--- src/rtl/zet_intr_arb_if.sv ---
// Bus bundle for zet_intr_arb: irq lines, register port, INTA/EOI handshake and NMI pair.
// The nmi line exists only when ZET_INTR_NMI_EN is defined.
interface zet_intr_arb_if;
  logic [7:0] irq;
  logic       wr;
  logic       addr;
  logic [7:0] wdata;
  logic [7:0] rdata;
  logic       eoi;
  logic       intr;
  logic       inta;
  logic [7:0] vector;
`ifdef ZET_INTR_NMI_EN
  logic       nmi;
`endif
  logic       nmir;
  logic       nmia;

`ifdef ZET_INTR_NMI_EN
  modport master (
    output irq, wr, addr, wdata, eoi, inta, nmi, nmia,
    input  rdata, intr, vector, nmir
  );
  modport slave (
    input  irq, wr, addr, wdata, eoi, inta, nmi, nmia,
    output rdata, intr, vector, nmir
  );
`else
  modport master (
    output irq, wr, addr, wdata, eoi, inta, nmia,
    input  rdata, intr, vector, nmir
  );
  modport slave (
    input  irq, wr, addr, wdata, eoi, inta, nmia,
    output rdata, intr, vector, nmir
  );
`endif
endinterface

--- src/rtl/zet_intr_arb.sv ---
// 8-level fixed-priority interrupt arbiter with IMR/IRR/ISR, INTA vector handshake and EOI.
// Define ZET_INTR_NMI_EN to add the edge-triggered nmi input feeding nmir.
module zet_intr_arb (
  input  logic           clk,
  input  logic           rst,
  zet_intr_arb_if.slave  bus
);

  typedef enum logic [1:0] {StIdle, StReq, StAckd} state_e;

  state_e     state_q, state_d;
  logic [7:0] imr_q, imr_d;
  logic [4:0] vbase_q, vbase_d;
  logic [7:0] irr_q, irr_d;
  logic [7:0] isr_q, isr_d;
  logic [7:0] vector_q, vector_d;
  logic [7:0] irq_q;
  logic       arm_q;

  logic [7:0] rise;
  logic [7:0] isr_low;
  logic [7:0] prio_mask;
  logic [7:0] eligible;
  logic       any_elig;
  logic       ack;
  logic [2:0] sel;

  // arm_q blocks the first post-reset clock so a line already high is not seen as an edge.
  assign rise      = arm_q ? (bus.irq & ~irq_q) : 8'h00;
  assign isr_low   = isr_q & (~isr_q + 8'd1);
  // All bits below the highest-priority in-service level; all ones when ISR is empty.
  assign prio_mask = isr_low - 8'd1;
  assign eligible  = irr_q & ~imr_q & prio_mask;
  assign any_elig  = |eligible;
  assign ack       = (state_q == StReq) && bus.inta;

  always_comb begin
    sel = 3'd0;
    for (int i = 7; i >= 0; i--) begin
      if (eligible[i]) sel = 3'(i);
    end
  end

  always_comb begin
    state_d = state_q;
    unique case (state_q)
      StIdle:  if (any_elig) state_d = StReq;
      StReq:   if (bus.inta) state_d = StAckd;
      StAckd:  state_d = StIdle;
      default: state_d = StIdle;
    endcase
  end

  always_comb begin
    imr_d    = imr_q;
    vbase_d  = vbase_q;
    irr_d    = irr_q;
    vector_d = vector_q;
    isr_d    = bus.eoi ? (isr_q & ~isr_low) : isr_q;

    if (bus.wr) begin
      if (bus.addr) vbase_d = bus.wdata[7:3];
      else          imr_d   = bus.wdata;
    end

    if (ack) begin
      if (any_elig) begin
        isr_d[sel] = 1'b1;
        irr_d[sel] = 1'b0;
        vector_d   = {vbase_q, sel};
      end else begin
        vector_d   = {vbase_q, 3'd7};
      end
    end

    // A fresh edge on the acknowledged level re-latches it.
    irr_d = irr_d | rise;
  end

  always_ff @(posedge clk or negedge rst) begin
    if (!rst) begin
      state_q  <= StIdle;
      imr_q    <= 8'hFF;
      vbase_q  <= 5'h01;
      irr_q    <= 8'h00;
      isr_q    <= 8'h00;
      vector_q <= 8'h00;
      irq_q    <= 8'h00;
      arm_q    <= 1'b0;
    end else begin
      state_q  <= state_d;
      imr_q    <= imr_d;
      vbase_q  <= vbase_d;
      irr_q    <= irr_d;
      isr_q    <= isr_d;
      vector_q <= vector_d;
      irq_q    <= bus.irq;
      arm_q    <= 1'b1;
    end
  end

  assign bus.intr   = (state_q == StReq);
  assign bus.vector = vector_q;
  assign bus.rdata  = bus.addr ? isr_q : imr_q;

`ifdef ZET_INTR_NMI_EN
  logic nmi_q;
  logic nmir_q;

  always_ff @(posedge clk or negedge rst) begin
    if (!rst) begin
      nmi_q  <= 1'b0;
      nmir_q <= 1'b0;
    end else begin
      nmi_q  <= bus.nmi;
      nmir_q <= (nmir_q & ~bus.nmia) | (arm_q & bus.nmi & ~nmi_q);
    end
  end

  assign bus.nmir = nmir_q;
`else
  logic unused_nmia;
  assign unused_nmia = bus.nmia;
  assign bus.nmir    = 1'b0;
`endif

endmodule

--- src/flat_wrapper.sv ---
// flat-port wrapper written by rule: the top's interface ports become plain ports
module zet_intr_arb_flat 
  (clk, rst, bus_irq, bus_wr, bus_addr, bus_wdata, bus_eoi, bus_inta, bus_nmia, bus_rdata, bus_intr, bus_vector, bus_nmir);
  zet_intr_arb_if bus_i ();
  input  logic clk;
  input  logic rst;
  input wire logic [$bits(bus_i.irq)-1:0] bus_irq;
  input wire logic [$bits(bus_i.wr)-1:0] bus_wr;
  input wire logic [$bits(bus_i.addr)-1:0] bus_addr;
  input wire logic [$bits(bus_i.wdata)-1:0] bus_wdata;
  input wire logic [$bits(bus_i.eoi)-1:0] bus_eoi;
  input wire logic [$bits(bus_i.inta)-1:0] bus_inta;
  input wire logic [$bits(bus_i.nmia)-1:0] bus_nmia;
  output wire logic [$bits(bus_i.rdata)-1:0] bus_rdata;
  output wire logic [$bits(bus_i.intr)-1:0] bus_intr;
  output wire logic [$bits(bus_i.vector)-1:0] bus_vector;
  output wire logic [$bits(bus_i.nmir)-1:0] bus_nmir;
  assign bus_i.irq = bus_irq;
  assign bus_i.wr = bus_wr;
  assign bus_i.addr = bus_addr;
  assign bus_i.wdata = bus_wdata;
  assign bus_i.eoi = bus_eoi;
  assign bus_i.inta = bus_inta;
  assign bus_i.nmia = bus_nmia;
  assign bus_rdata = bus_i.rdata;
  assign bus_intr = bus_i.intr;
  assign bus_vector = bus_i.vector;
  assign bus_nmir = bus_i.nmir;
  zet_intr_arb u_core (.clk(clk), .rst(rst), .bus(bus_i));
endmodule
--- config.mk ---
export PLATFORM = sky130hd
export DESIGN_NAME = zet_intr_arb_flat
export DESIGN_NICKNAME = d
export VERILOG_FILES = /design/src/rtl/zet_intr_arb_if.sv /design/src/rtl/zet_intr_arb.sv /design/src/flat_wrapper.sv
export SDC_FILE = /design/constraint.sdc
export NUM_CORES = 1
export LEC_CHECK = 0
export ABC_AREA = 1
export BUFFER_PORTS_ARGS = -buffer_cell sky130_fd_sc_hd__buf_4
export CORE_MARGIN = 1
export CORE_UTILIZATION = 45
export CTS_BUF_LIST = sky130_fd_sc_hd__clkbuf_8
export CTS_CLUSTER_SIZE = 14
export DETAILED_ROUTE_END_ITERATION = 16
export PLACE_DENSITY_LB_ADDON = 0.12
export SYNTH_ARGS = -nofsm -noshare
export SYNTH_HDL_FRONTEND = slang
export SYNTH_SLANG_ARGS = --single-unit
--- constraint.sdc ---
create_clock -name clk -period 1.5 [get_ports clk]
set_input_delay 0.3 -clock clk [delete_from_list [all_inputs] [get_ports clk]]
set_output_delay 0.3 -clock clk [all_outputs]
set_load 0.005 [all_outputs]
==> results of run 1 <==
[cell usage after synthesis (all sizes together)]
cell type	instances	area, um2
clkbuf	2	7.51
buf	1	7.51
a31oi	1	6.26
nand2	97	392
o21ai	28	144
dfstp	9	236
nand3	7	55.1
o31ai	1	7.51
a2bb2oi	2	17.5
inv	26	97.6
conb	2	7.51
nor3	2	10.0
dfrtp	39	976
a21oi	4	20.0
nand4	1	6.26
nor2	33	169
clkinv	1	3.75
o21bai	1	11.3
[logic make-up (layout without fill, tap and decap cells)]
group / after synthesis / after routing
compound gates: 37 / 37
buf+inv: 30 / 117
flops: 48 / 48
other cells: 2 / 2
simple gates: 140 / 141
[state kept, by name, summed over array words and instances, names as in the netlist]
register           flops
u_core.imr_q           8
u_core.vbase_q         5
u_core.irq_q           8
u_core.arm_q           1
u_core.isr_q           8
u_core.irr_q           8
u_core.bus.vector      8
u_core.state_q         2
[stage by stage]
stage | setup TNS (ps) | utilization, % | setup WS (ps) | hold WS, ps
after floorplan | 0 | - | 26.7 | 4.41
after global placement | -1470 | 61.6 | -168 | 348
after detailed placement | -1870 | 61.6 | -167 | 350
after CTS | -1700 | 68.2 | -144 | 20.7
after global routing | -5280 | 70.3 | -331 | 52.8
final | -2400 | 70.3 | -202 | 0.274
[timing repair]
| action | 4_1_cts | 5_1_grt |
|---|---|---|
| pin swaps | 10 | 9 |
| setup endpoints to repair | 25 | 26 |
| gates cloned | 1 | 0 |
| hold buffers | 0 | 0 |
| buffers inserted | 7 | 3 |
| resized for setup | 46 | 19 |
[worst paths after layout]
path	to	start	depth (start not counted)	slack [ps]
hold reg to reg	u_core.bus.vector[7]	u_core.vbase_q[4]	2	480
setup reg to reg	u_core.irr_q[3]	u_core.isr_q[1]	13	-200
hold / removal	u_core.bus.vector[6]	rst	1	0.3
max in group asynchronous	u_core.irr_q[7]	rst	1	1100
min in group clk	u_core.irq_q[4]	bus_irq[4]	1	110
setup / recovery	u_core.irr_q[3]	u_core.isr_q[1]	13	-200
[area by class of cell]
type,count,area share [%]
sequential,48,38.3
tap,52,2.05
inverter,27,3.28
clock inverter,3,1.34
multi-input combinational,180,31.9
timing repair buffer,82,21.0
clock buffer,5,2.17
[routing by layer]
| layer | up-vias | share of wire, % | GRT usage [%] | routed length [um] |
|---|---|---|---|---|
| met5 | - | 0 | 0 | 0 |
| met4 | 0 | 1.8 | 8.50 | 93 |
| met3 | 10 | 4.0 | 4.36 | 209 |
| met2 | 40 | 50 | 35.0 | 2610 |
| met1 | 930 | 45 | 28.9 | 2360 |
| li1 | 979 | - | - | - |
[power by group]
group | switching [mW] | internal [mW] | total, mW
clock network | 0.445 | 0.494 | 0.939
registers | 0.233 | 1.66 | 1.90
logic | 2.21 | 2.08 | 4.29
==> impl_results.md, run 1 <==
* Count of final hold-check violations at 0
* Initial antenna violation count at 0
* Crit-path most repeated cell: nor2_4
* Min-delay worst type: primary input to asynchronous set/reset pin
* Synth Area in XOR/XNOR at 0%
* IO Port Bufs at 38
* Leak at 1.64 nW
* Max Fclk at 588 MHz
* Fin nets at 367
* Fraction of synthesized area in multiplexers at 0%
* Largest net degree at the start of global routing at 49
* Final instance area at 3170 um2
* Most frequent cells in the layout: nand2_1 (75), buf_4 (69), dfrtp_1 (39), inv_1 (20), nor2_1 (19)
* Sequential area share after synthesis at 55.8%
* Cts bufs inserted at 5
* Via density at 4.93
* Antenna diodes at 0
* Clock insertion delay at the later pin of the skew report at 310 ps
* Distinct cells, synth at 26
* Horiz. Die Dim at 71.5 um
* Worst Skew at 6.46 ps
* WP data arrival at 1910 ps
* Count of pins over their slew limit at 0
* P per Cell Area at 2250 nW/um2
* Initial cell density of the core at 48.3%
* Remaining global-route overflow at 0
* Critical path's slowest cell: dfrtp_1
* Rows at 24
* DRC viols at 0
* Routed wire length at 5280 um
* Area after DPL at 2770 um2
* Commonest non-fill, non-tap cell in the layout: nand2_1
* CP bufs+invs at 3
* Total GRT Usage at 21.6%
* Max Cap Violations at 0
* Worst Setup Path Type: flip-flop to flip-flop
* Die Y at 71.5 um
* Status: finished with violations
* First-pass GRT wire length at 8400 um
* Clock slew at reported path FFs at 90 ps
* Share of layout cells above drive strength 1 at 46.1%
* Relative slew slack at 60.3%
* I/O pin cnt at 41
* CP max FO at 4
* Max VDD drop at 0.937 mV
* Synthesized cell area at 2170 um2
* Setup crit end kind: flip-flop
* Clock Tree Root: clkbuf_8
* Mapped Cells at 257
* HPWL after DPL at 3670 um
* Seq. cell area at 1210 um2
* WL/cell at 13.3 um
* Final Cycle Share at 113%
* CTS tree: done
* Vias in the first global route at 1863
* Avg Inst Size Synth at 8.46 um2
* CP max stage delay at 410 ps
* H-tree depth at 2
* Core area at 4500 um2
* Startpoint Class: flip-flop
* CP cell instances: nor2_4, nand2_4, buf_4, nor2_4, nor2_2, inv_2, nor2_4, inv_4, nand3_2, nor2_4, nand3_2, nand2_1, nand2_1
* Layout fillers at 369
* Largest family of logic cells by synthesized area: simple AND/OR/NAND/NOR gates
* Failing checks: negative setup slack
* Final min period at 1700 ps
* Initial detailed-routing violation count at 77
* Post-synthesis register bit count at 48
* Via count at 1959
* Worst slew pin tran at 596 ps
* Overall Power at 7.13 mW
* Area growth syn-to-layout at 45.6%
* RSZ-0062 raised after global routing: yes
* Max clock buf depth at 2
* Final worst slack at -202 ps
* Routability Congestion at 0.912
* Post-synthesis simple-gate area fraction at 29.1%
* Worst Path Required at 1700 ps
* ANT nets after route at 0
* Die ar. at 5110 um2
* Synth Area in Compound Gates at 9.49%
* Setup violators final at 23
* Dpl cells at 379
* Footprint of the multi-input gates at 1010 um2
* Clk sink count at 48
* Post-synthesis adder-cell area fraction at 0%
* Family with the most delay on the worst path: simple AND/OR/NAND/NOR gates
* Post-Syn Nets at 280
* Post-Layout Cell Count at 397
* Synth warn at 0
* DRT Pass-1 Iters at 4
Note: power is estimated with default switching activity, not from simulation.
==> inputs of run 2 (changes only) <==
--- a/config.mk
+++ b/config.mk
@@ -13,6 +13,7 @@
 export CTS_CLUSTER_SIZE = 14
 export DETAILED_ROUTE_END_ITERATION = 16
 export PLACE_DENSITY_LB_ADDON = 0.12
+export SETUP_SLACK_MARGIN = 0.3
 export SYNTH_ARGS = -nofsm -noshare
 export SYNTH_HDL_FRONTEND = slang
 export SYNTH_SLANG_ARGS = --single-unit
==> run 2 against run 1 <==
  * The flow finishes with violations (negative hold slack, negative setup slack)
  * Clock power shrank 20%
  * Total power fell by 3.5%
  * Final cell count increased by 0.50%
  * Register-to-register slack better by 60 ps
  * Setup slack improved by 57 ps
  * Sequential power about the same
  * Combinational power fell by 1%
  * Global-route usage fell by 0.50 points
  * Maximum frequency increased by 3.5%
  * Largest cell class unchanged
  * Highest routed layer unchanged
==> impl_results.md, run 2 (synthesis results as in run 1) <==
* First-pass GRT wire length at 8220 um (-2.2%)
* Setup crit end kind: flip-flop
* Largest net degree at the start of global routing at 49 (unchanged)
* Worst Setup Path Type: flip-flop to flip-flop
* Clk sink count at 48 (unchanged)
* Setup violators final at 20 (-13%)
* Max VDD drop at 0.931 mV (-0.65%)
* Crit-path most repeated cell: nor2_4
* Vias in the first global route at 1832 (-1.7%)
* Worst R2R Setup Slack at -140 ps (+60 ps)
* Share of layout cells above drive strength 1 at 48.1% (+2.0 points)
* Antenna diodes at 0 (unchanged)
* Worst slew pin tran at 591 ps (-5.16 ps)
* Initial cell density of the core at 48.3% (unchanged)
* CP cell instances: nor2_4, nand2_4, nor2_4, nor2_4, inv_2, buf_4, o21bai_4, nor2_4, nand3_2, nand2_1, nand2_1
* Clock insertion delay at the later pin of the skew report at 300 ps (about the same)
* Remaining global-route overflow at 0 (unchanged)
* Max Cap Violations at 0 (unchanged)
* Clock Tree Root: clkbuf_8
* Initial detailed-routing violation count at 101 (+31%)
* Rows at 24 (unchanged)
* Min-delay worst type: primary input to asynchronous set/reset pin
* DRT Pass-1 Iters at 4 (unchanged)
* Max Fclk at 608 MHz (+3.5%)
* RSZ-0062 raised after global routing: yes
* Final min period at 1640 ps (-56.9 ps)
* Count of final hold-check violations at 4 (+4)
* Worst Path Required at 1710 ps (about the same)
* Count of pins over their slew limit at 0 (unchanged)
* ANT nets after route at 0 (unchanged)
* Dpl cells at 375 (-1.1%)
* H-tree depth at 2 (unchanged)
* Fin nets at 369 (+0.54%)
* CTS tree: done
* Cts bufs inserted at 5 (unchanged)
* Setup TNS at -1860 ps (+543 ps)
* Final Cycle Share at 110% (-3.8 points)
* Pre-CTS setup slack at -166 ps (+0.469 ps)
* IO Port Bufs at 38 (unchanged)
* CP max stage delay at 420 ps (about the same)
* Max clock buf depth at 2 (unchanged)
* Core area at 4500 um2 (unchanged)
* WL/cell at 13.1 um (-1.3%)
* Failing checks: negative hold slack, negative setup slack
* Critical path's slowest cell: dfrtp_1
* Hold_ws at -1.34 ps (-1.62 ps)
* Relative slew slack at 60.6% (+0.34 points)
* DRC viols at 0 (unchanged)
* Routability Congestion at 0.859 (-5.8%)
* WP data arrival at 1850 ps (-60 ps)
* Layout fillers at 363 (-1.6%)
* Status: finished with violations
* Commonest non-fill, non-tap cell in the layout: nand2_1
* Overall Power at 6.88 mW (-3.5%)
* Die Y at 71.5 um (unchanged)
* Worst Skew at 10.8 ps (+4.37 ps)
* I/O pin cnt at 41 (unchanged)
* Clock slew at reported path FFs at 90 ps (about the same)
* Die ar. at 5110 um2 (unchanged)
* Final worst slack at -145 ps (+56.9 ps)
* CP max FO at 4 (unchanged)
* P per Cell Area at 2150 nW/um2 (-4.5%)
* Most frequent cells in the layout: nand2_1 (73), buf_4 (67), dfrtp_1 (39), nor2_1 (20)
* Final instance area at 3200 um2 (+1.1%)
* Initial antenna violation count at 0 (unchanged)
* Startpoint Class: flip-flop
* Routed wire length at 5240 um (-0.78%)
* Area after DPL at 2740 um2 (-1.1%)
* Via density at 4.91 (-0.40%)
* Horiz. Die Dim at 71.5 um (unchanged)
* HPWL after DPL at 3570 um (-2.6%)
* Area growth syn-to-layout at 47.2%
* Leak at 1.65 nW (+0.62%)
* Post-Layout Cell Count at 399 (+0.50%)
* Final core utilization at 71.1% (+0.75 points)
* Via count at 1961 (+0.10%)
* Total GRT Usage at 21.1% (-0.50 points)
run 2: cell count changes in the layout (fill, tap and decap cells not counted), sizes merged:
cell / previous run / this run
inv: 26 / 28
clkinv: 2 / 1
bufinv: 1 / 0
buf: 82 / 84
run 2: worst paths after layout:
check | from | end | cells after the start
max | u_core.isr_q[1] | u_core.irr_q[3] | 11
min | rst | u_core.isr_q[3] | 1
max reg2reg | u_core.isr_q[1] | u_core.irr_q[3] | 11
min reg2reg | u_core.vbase_q[3] | u_core.bus.vector[6] | 2
max in group asynchronous | rst | u_core.vbase_q[2] | 1
min in group clk | bus_irq[3] | u_core.irq_q[3] | 1
run 2: what timing repair did:
item                                    CTS  global route
pin swaps                                17            12
endpoints found under the setup margin   29            29
cloned                                    0             1
hold buffers                              0             0
resized for setup                        53            26
buffers inserted                         11             4
run 2: where the power goes:
part | switching, mW | internal [mW] | leakage [nW]
combinational | 2.20 | 2.03 | 1.04
clock | 0.429 | 0.320 | 0.0453
sequential | 0.236 | 1.66 | 0.559
total | 2.87 | 4.01 | 1.65
run 2: final cells by class:
class / instances / area [um2] / area share [%]
inverter: 27 / 104 / 3.24
sequential: 48 / 1210 / 37.9
timing repair buffer: 84 / 694 / 21.7
clock inverter: 3 / 16.3 / 0.508
clock buffer: 5 / 68.8 / 2.15
multi-input combinational: 180 / 1040 / 32.5
tap: 52 / 65.1 / 2.03
run 2: worst max-delay path, delay by kind of cell (launching register included):
kind,cells,cell delay [ps]
AO/OA/AOI/OAI,1,80
AND/OR/NAND/NOR,8,850
buffers and inverters,2,190
flip-flops,1,420
run 2: per-layer routing:
layer	global-route usage, %	wire [um]	up-vias
met2	34.1	2570	32
li1	-	-	983
met5	0	0	-
met1	29.1	2450	937
met3	3.38	130	9
met4	7.84	87	0
==> inputs of run 3 (changes only) <==
--- a/config.mk
+++ b/config.mk
@@ -8,11 +8,12 @@
 export ABC_AREA = 1
 export BUFFER_PORTS_ARGS = -buffer_cell sky130_fd_sc_hd__buf_4
 export CORE_MARGIN = 1
-export CORE_UTILIZATION = 45
+export CORE_UTILIZATION = 51
 export CTS_BUF_LIST = sky130_fd_sc_hd__clkbuf_8
 export CTS_CLUSTER_SIZE = 14
 export DETAILED_ROUTE_END_ITERATION = 16
 export PLACE_DENSITY_LB_ADDON = 0.12
+export RECOVER_POWER = 50
 export SETUP_SLACK_MARGIN = 0.3
 export SYNTH_ARGS = -nofsm -noshare
 export SYNTH_HDL_FRONTEND = slang
==> run 3 against run 2 <==
  * Sequential share of layout area rose by 0.26 points
  * The flow finishes with violations (negative setup slack)
  * Sequential power barely moved
  * Largest cell class unchanged
  * Count of clock-buffer cells in the layout did not move
  * Routed wire length fell by 1.4%
  * First-iteration DRC count rose by 30%
  * Setup slack got worse by 19 ps
  * Global-route usage rose by 3.6 points
  * Highest routed layer unchanged
  * Flip-flop and latch count did not move
  * Critical path depth did not move
  * Final area fell by 0.59%
  * Clock power rose by 23%
  * Critical path type unchanged
==> impl_results.md, run 3 (synthesis results as in run 1) <==
* Status: finished with violations
* Failing checks: negative setup slack
* Crit-path most repeated cell: nand2_1
* Total GRT Usage at 24.8% (+3.6 points)
* Setup crit end kind: flip-flop
* Overall Power at 7.10 mW (+3.2%)
* DRC viols at 0 (unchanged)
* Max Fclk at 601 MHz (-1.2%)
* Initial detailed-routing violation count at 131 (+30%)
* Horiz. Die Dim at 67.3 um (-5.9%)
* Via density at 4.92 (+0.18%)
* P per Cell Area at 2230 nW/um2 (+3.8%)
* Setup TNS at -2080 ps (-218 ps)
* Count of final hold-check violations at 0 (-4)
* Worst Setup Path Type: flip-flop to flip-flop
* Final min period at 1660 ps (+19.2 ps)
* Footprint of the multi-input gates at 1040 um2 (unchanged)
* WP data arrival at 1860 ps (about the same)
* # hold bufs at CTS at 0 (unchanged)
* DRT Pass-1 Iters at 4 (unchanged)
* CP max FO at 5 (+1)
* CP bufs+invs at 1 (-1)
* Cts bufs inserted at 5 (unchanged)
* Final Cycle Share at 111% (+1.3 points)
* Clock insertion delay at the later pin of the skew report at 310 ps (about the same)
* Initial antenna violation count at 0 (unchanged)
* CTS tree: done
* Max VDD drop at 1.06 mV (+13%)
* Share of layout cells above drive strength 1 at 47.4% (-0.74 points)
* HPWL after DPL at 3530 um (-1.2%)
* Initial cell density of the core at 53.6% (+5.3 points)
* Remaining global-route overflow at 0 (unchanged)
* Layout fillers at 271 (-25%)
* Worst slew pin tran at 1180 ps (+584 ps)
* Die ar. at 4530 um2 (-11%)
* ANT nets after route at 0 (unchanged)
* Critical path's slowest cell: dfrtp_1
* Vias in the first global route at 1799 (-1.8%)
* Commonest non-fill, non-tap cell in the layout: nand2_1
* Clk sink count at 48 (unchanged)
* Family with the most delay on the worst path: simple AND/OR/NAND/NOR gates
* Most frequent cells in the layout: nand2_1 (75), buf_4 (60), dfrtp_1 (38), nor2_1 (20), inv_1 (18)
* Largest net degree at the start of global routing at 49 (unchanged)
* Final worst slack at -164 ps (-19.2 ps)
* Setup violators final at 21 (+5.0%)
* Startpoint Class: flip-flop
* Worst Path Required at 1700 ps (about the same)
* Clock Tree Root: clkbuf_8
* Max Cap Violations at 0 (unchanged)
* Rows at 23 (-4.2%)
* Clock slew at reported path FFs at 90 ps (about the same)
* Core area at 4060 um2 (-9.9%)
* First-pass GRT wire length at 8050 um (-2.1%)
* Routability Congestion at 0.871 (+1.4%)
* Antenna diodes at 0 (unchanged)
* Via count at 1940 (-1.1%)
* Fin nets at 366 (-0.81%)
* CP max stage delay at 420 ps (about the same)
* H-tree depth at 2 (unchanged)
* Die Y at 67.3 um (-5.9%)
* Worst Skew at 10.1 ps (-0.703 ps)
* Area growth syn-to-layout at 46.3%
* Routed wire length at 5170 um (-1.4%)
* Count of pins over their slew limit at 0 (unchanged)
* Leak at 1.63 nW (-1.1%)
* IO Port Bufs at 38 (unchanged)
* Seq. cell area at 1210 um2 (+0.10%)
* Min-delay worst type: primary input to flip-flop
* Relative slew slack at 21.7% (-39 points)
* CP cell instances: nor2_4, buf_4, nand4_1, nand2_1, nand2_1, nand2_1, nand2_2, nand2_4, nand2_8, o21ai_2, nand2_1
* Max clock buf depth at 2 (unchanged)
* I/O pin cnt at 41 (unchanged)
* WL/cell at 13.1 um (-0.10%)
* RSZ-0062 raised after global routing: yes
==> run 3: changes by cell type in the layout (fill, tap and decap cells not counted), sizes merged <==
cell,before,now
inv,28,27
bufinv,0,1
buf,84,72
clkbuf,5,14
==> run 3: per-layer routing <==
metal  GRT usage (%)  wire length [um]
met4            7.98                75
met3            6.08               190
met1            33.1              2280
met5               0                 0
met2            39.5              2620
==> run 3: power breakdown <==
| part | total, mW | internal, mW | switching [mW] | leakage, nW |
|---|---|---|---|---|
| registers | 1.92 | 1.67 | 0.258 | 0.557 |
| logic | 4.25 | 2.02 | 2.24 | 1.02 |
| clock network | 0.921 | 0.493 | 0.428 | 0.0541 |
==> run 3: timing repair <==
action	4_1_cts	5_1_grt
endpoints found under the setup margin	29	29
endpoints found under the hold margin	0	0
pin swaps	26	10
setup buffers	9	5
resized for setup	45	29
cloned	1	0
==> run 3: through the flow <==
step                util, %  worst slack (ps)  cells  hold slack (ps)  instance area [um2]
floorplan                 -              26.7    257             4.41                 2170
global placement       67.2              -113    371              347                 2730
detailed placement     67.2              -137    371              349                 2730
CTS                    74.9              -114    389             15.3                 3040
global route           78.4              -272    394              117                 3180
finish                 78.4              -164    394              128                 3180
==> run 3: cell type report <==
| class | instances | share of cell area, % |
|---|---|---|
| Sequential cell | 48 | 38.1 |
| Multi-Input combinational cell | 180 | 32.7 |
| Timing Repair Buffer | 81 | 20.4 |
| Inverter | 27 | 3.26 |
| Clock buffer | 5 | 2.16 |
| Tap cell | 50 | 1.97 |
| Clock inverter | 3 | 1.34 |
==> run 3: final timing paths <==
path                                   endpoint  slack [ps]  depth (start not counted)         startpoint
max                             u_core.irr_q[5]        -160                         11    u_core.isr_q[1]
min                             u_core.irq_q[2]         130                          1         bus_irq[2]
max reg2reg                     u_core.irr_q[5]        -160                         11    u_core.isr_q[1]
min reg2reg                u_core.bus.vector[7]         480                          2  u_core.vbase_q[4]
max in group asynchronous       u_core.isr_q[3]         510                          1                rst
min in group asynchronous       u_core.irr_q[3]         220                          1                rst
==> run 3: worst reg2reg max path, cell delays in order (launching register included) <==
cell,delay [ps]
dfrtp_1,420
nor2_4,200
buf_4,140
nand4_1,120
nand2_1,90
nand2_1,50
nand2_1,70
nand2_2,70
nand2_4,120
nand2_8,80
o21ai_2,130
nand2_1,60
